File: src/rtl/extbus_arbiter.sv
// Two-requester arbiter for the shared 16-bit external data pins (USB host, Ethernet).
// Round-robin on ties, hold-time limit with forced release, and a tristate turnaround gap.
module extbus_arbiter #(
  parameter int unsigned TURN_CYC = 1,
  parameter int unsigned MAX_HOLD = 255
) (
  input  logic        clk_bus,
  input  logic        rst_n,
  input  logic        usb_req,
  input  logic        net_req,
  output logic        usb_gnt,
  output logic        net_gnt,
  input  logic [7:0]  usb_data_o,
  input  logic        usb_data_t,
  input  logic [15:0] net_data_o,
  input  logic        net_data_t,
  output logic [15:0] pad_data_o,
  output logic        pad_data_t,
  output logic        hold_timeout,
  output logic        busy
);

  localparam int unsigned HOLD_W = 16;
  localparam int unsigned TURN_W = 4;
  localparam int unsigned DATA_W = 16;
  localparam int unsigned USB_W  = 8;

  localparam logic [HOLD_W-1:0] HOLD_LAST = HOLD_W'(MAX_HOLD - 1);
  localparam logic [TURN_W-1:0] TURN_LAST = TURN_W'((TURN_CYC == 0) ? 0 : TURN_CYC - 1);

  typedef enum logic [1:0] {
    IDLE    = 2'd0,
    OWN_USB = 2'd1,
    OWN_NET = 2'd2,
    TURN    = 2'd3
  } state_e;

  // With no turnaround configured, a release goes straight back to IDLE.
  localparam state_e REL_STATE = (TURN_CYC == 0) ? IDLE : TURN;

  state_e              state_q, state_d;
  logic [HOLD_W-1:0]   hold_q, hold_d;
  logic [TURN_W-1:0]   turn_q, turn_d;
  logic                usb_mask_q, usb_mask_d;
  logic                net_mask_q, net_mask_d;
  logic                last_net_q, last_net_d;
  logic                usb_gnt_q, usb_gnt_d;
  logic                net_gnt_q, net_gnt_d;
  logic                timeout_q, timeout_d;
  logic                busy_q, busy_d;

  logic                usb_eff_c;
  logic                net_eff_c;
  logic                release_c;

  assign usb_eff_c = usb_req & ~usb_mask_q;
  assign net_eff_c = net_req & ~net_mask_q;

  // State and bookkeeping registers.
  always_ff @(posedge clk_bus or negedge rst_n) begin
    if (!rst_n) begin
      state_q    <= IDLE;
      hold_q     <= '0;
      turn_q     <= '0;
      usb_mask_q <= 1'b0;
      net_mask_q <= 1'b0;
      last_net_q <= 1'b1;
      usb_gnt_q  <= 1'b0;
      net_gnt_q  <= 1'b0;
      timeout_q  <= 1'b0;
      busy_q     <= 1'b0;
    end else begin
      state_q    <= state_d;
      hold_q     <= hold_d;
      turn_q     <= turn_d;
      usb_mask_q <= usb_mask_d;
      net_mask_q <= net_mask_d;
      last_net_q <= last_net_d;
      usb_gnt_q  <= usb_gnt_d;
      net_gnt_q  <= net_gnt_d;
      timeout_q  <= timeout_d;
      busy_q     <= busy_d;
    end
  end

  // Next-state, hold/turn counters, masks and registered output values.
  always_comb begin
    state_d    = state_q;
    hold_d     = hold_q;
    turn_d     = turn_q;
    usb_mask_d = usb_mask_q & usb_req;
    net_mask_d = net_mask_q & net_req;
    last_net_d = last_net_q;
    timeout_d  = 1'b0;
    release_c  = 1'b0;

    unique case (state_q)
      IDLE: begin
        if (usb_eff_c && (!net_eff_c || last_net_q)) begin
          state_d    = OWN_USB;
          hold_d     = '0;
          last_net_d = 1'b0;
        end else if (net_eff_c) begin
          state_d    = OWN_NET;
          hold_d     = '0;
          last_net_d = 1'b1;
        end
      end
      OWN_USB: begin
        hold_d = hold_q + HOLD_W'(1);
        if (!usb_req) begin
          release_c = 1'b1;
        end else if (hold_q == HOLD_LAST) begin
          release_c  = 1'b1;
          timeout_d  = 1'b1;
          usb_mask_d = 1'b1;
        end
      end
      OWN_NET: begin
        hold_d = hold_q + HOLD_W'(1);
        if (!net_req) begin
          release_c = 1'b1;
        end else if (hold_q == HOLD_LAST) begin
          release_c  = 1'b1;
          timeout_d  = 1'b1;
          net_mask_d = 1'b1;
        end
      end
      TURN: begin
        if (turn_q == TURN_LAST) begin
          state_d = IDLE;
        end else begin
          turn_d = turn_q + TURN_W'(1);
        end
      end
      default: state_d = IDLE;
    endcase

    if (release_c) begin
      state_d = REL_STATE;
      turn_d  = '0;
    end

    usb_gnt_d = (state_d == OWN_USB);
    net_gnt_d = (state_d == OWN_NET);
    busy_d    = (state_d != IDLE);
  end

  // Pin mux follows the registered owner; a non-owner never reaches the pins.
  always_comb begin
    pad_data_o = '0;
    pad_data_t = 1'b1;
    unique case (state_q)
      OWN_USB: begin
        pad_data_o = {(DATA_W - USB_W)'(0), usb_data_o};
        pad_data_t = usb_data_t;
      end
      OWN_NET: begin
        pad_data_o = net_data_o;
        pad_data_t = net_data_t;
      end
      default: begin
        pad_data_o = '0;
        pad_data_t = 1'b1;
      end
    endcase
  end

  assign usb_gnt      = usb_gnt_q;
  assign net_gnt      = net_gnt_q;
  assign hold_timeout = timeout_q;
  assign busy         = busy_q;

endmodule

File: config.mk
export PLATFORM = sky130hd
export DESIGN_NAME = extbus_arbiter
export DESIGN_NICKNAME = d
export VERILOG_FILES = /design/src/rtl/extbus_arbiter.sv
export SDC_FILE = /design/constraint.sdc
export NUM_CORES = 1
export LEC_CHECK = 0
export BUFFER_PORTS_ARGS = -buffer_cell sky130_fd_sc_hd__buf_2
export CAP_MARGIN = 0
export CORE_MARGIN = 2
export CORE_UTILIZATION = 40
export CTS_CLUSTER_SIZE = 40
export DETAILED_ROUTE_END_ITERATION = 10
export PLACE_DENSITY = 0.6
export SETUP_SLACK_MARGIN = 0.3
export SLEW_MARGIN = 20
export SYNTH_ARGS = -nofsm -noshare
export SYNTH_HDL_FRONTEND = slang
export SYNTH_SLANG_ARGS = --single-unit
File: constraint.sdc
create_clock -name clk_bus -period 3.4 [get_ports clk_bus]
set_input_delay 0.34 -clock clk_bus [delete_from_list [all_inputs] [get_ports clk_bus]]
set_output_delay 0.34 -clock clk_bus [all_outputs]
set_load 0.01 [all_outputs]
==> out/metrics.cfg <==
[run_status]
status = finished, final reports clean

[timing]
period_needed_ns = 2.372
fin_crit_sh_pct = 69.77
hold_viol_final = 0
fmaxAchievable_ghz = 0.4215
worst_pin_slew_ns = 0.7136
rsz0062_at_grt = false
setup_slack_ns = 1.028
drv_slew = 0
relSlewSlack_pct = 52.35
fin_skew_ns = 0.003974
setup_viol = 0
setup_tns_ns = 0

[setup_path]
crit_type = reg2reg
path_cells = inv_1, ha_1, or2_2, o311ai_2, or4_1, a21oi_1
critPathCaptureType = flop
crit_path_start_kind = flop
arrival_ns = 2.58
critPathMaxStageDelay_ns = 0.62
critPathRequiredTime_ns = 3.60
cp-startpoint = state_q[0]
path_max_fanout = 20
slowest_stage = ha_1
r2r-start = state_q[0]

[finish]
layout_common_cells = buf_2, dfrtp_1, nand2_1, a21oi_1, nor2b_1
reg.largest.list = hold_q x16, turn_q x4, state_q x2
final_common_cell = buf_2
area_growth_pct = 19.24
drive_above_1_share_pct = 29.15
top_register = hold_q
postLayoutCoreUtil_pct = 50.06
largest_reg_flops = 16
antennaDiodeCount = 0
fin_nets = 284
final_cells = 299

[pwr]
vdd_drop_max_mv = 0.4211
switching_share_pct = 42.73
p_leak_nw = 1.022
p_switching_w = 0.0006704
power_frac_seq_pct = 31.0
clock_power_share_pct = 17.3
cellPowerDensity_nw_per_um2 = 710.1
intPower_w = 0.0008987
power_frac_comb_pct = 51.6
p_total_w = 0.001569

[drt]
first_pass_iters = 4
drt-met1-wl_um = 1892
drtIter0Drc = 92
wl_per_cell_um = 13.60
drc = 0
antenna_left = 0
drt_wl_total_um = 4066
wl_met2_um = 1923
vias = 1642
vias_per_cell = 5.492
met3_length_um = 189
top_layer = met4

[synth]
yosys_warnings = 0
async_flop_share_pct = 100.0
ys_ff_latch = 29
syn_nets = 236
ys.flop_type = dfrtp_1
synth_cell_types = 47
synth_edf_count = 0
synth_seq_area_share_pct = 39.23
synth_area_sq_um = 1853
synthCells = 198
avgSynthCellArea_sq_um = 9.359

[cts]
clk_latency_ns = 0.28
cts_resized = 0
post_cts_buffers = 0
cts_tree = done
cts_inserted_buffers = 5
clock-sinks = 29
cts.hold.buffers_added = 0
path_clk_slew_ns = 0.06
cts.htree.levels = 2
clockBufferDepth = 2
clock-root-buffer = clkbuf_8

[global_route]
grt_max_degree = 30
first_global_vias = 1581
track_usage_pct = 17.94
overflow = 0
grt_first_pass_wirelength_um = 7320
antenna_found_initial = 0

[placed_design]
gp_congestion = 0.7268
port_buffers = 50
dp.cells = 291
hpwl_um = 2941
place_ws_ns = 1.006

[die]
io_pins = 51
die_area_sq_um = 5193
core_sq_um = 4414
start_util_pct = 41.98
die_w_um = 72.06
chipHeight_um = 72.06
rows = 24

[run]
cap_viol_max_count = 0

[hold_path]
holdCritPathClass = in2async

-- through the flow --
stage	hold WS [ns]	instance area, sq um
final	0.08499	2210
after global routing	0.1259	2210
after CTS	0.1142	2210
after detailed placement	0.4158	2127
after global placement	0.4178	2127
after floorplan	0.04441	1853
-- cell usage after synthesis, drive strengths merged, types with 3 or more instances --
master | number | share of area (%)
nand2 | 15 | 3.0
nand2b | 4 | 1.4
nor4 | 3 | 1.0
buf | 5 | 1.8
dfrtp | 28 | 38
nor2 | 4 | 0.81
nor2b | 12 | 4.1
nand3 | 7 | 1.9
or3 | 4 | 1.4
o21ai | 9 | 2.4
a21oi | 14 | 3.8
and2 | 10 | 3.4
nand4 | 4 | 1.4
clkbuf | 6 | 1.2
xor2 | 3 | 1.4
inv | 8 | 1.6
o31ai | 8 | 3.5
a22oi | 9 | 3.6
ha | 8 | 5.4
or4 | 8 | 3.4
-- worst max-delay path, delay by kind of cell (launching register included) --
kind	cells	cell delay (ns)
AOI/OAI and AO/OA	2	0.39
adders and majority gates	1	0.62
buffers and inverters	1	0.10
DFF	1	0.41
and+or+nand+nor	2	0.77
-- path summary, 6_finish.rpt --
check                                  end  slack, ns  cells past startpoint
worst max-delay path             hold_q[9]       1.03                      6
min in group clk_bus            usb_mask_q       0.34                      2
worst max register to register   hold_q[9]       1.03                      6
worst min register to register  usb_mask_q       0.53                      2
worst min-delay path             hold_q[7]       0.08                      1
max in group asynchronous             busy       2.89                      1
-- power by group through the flow --
| stage | combinational [W] | sequential, W | clock [W] |
|---|---|---|---|
| 2_1_floorplan | 0.000600 | 0.000484 | 0 |
| 3_3_place_gp | 0.000811 | 0.000491 | 0 |
| 3_5_place_dp | 0.000820 | 0.000491 | 0 |
| 4_1_cts | 0.000822 | 0.000487 | 0.000280 |
| 5_1_grt | 0.000922 | 0.000499 | 0.000303 |
| 6_report | 0.000810 | 0.000487 | 0.000272 |
-- area by class of cell --
type	count	area (sq um)
clock buffers	6	72.57
clock inverters	2	10.01
fillers	406	2205
inverters	8	30.03
multi-input cells	150	1040
flip-flops and latches	29	726.9
well taps	52	65.06
repair buffers	52	265.3
-- cell families after synthesis --
group	count (synthesis)	synth area share, %
flops	29	39.23
compound gates	54	21.34
xor+xnor	4	1.891
buf+inv	19	4.659
simple gates	81	25.79
fa+ha+maj	8	5.402
mux	3	1.688
-- routing by layer --
metal  vias up  track usage [%]
met3         5            5.139
met1       759            23.61
li1        825                -
met2        53            28.54
met4         0            5.660
met5         -                0
Power figures use the tool's default switching activity.
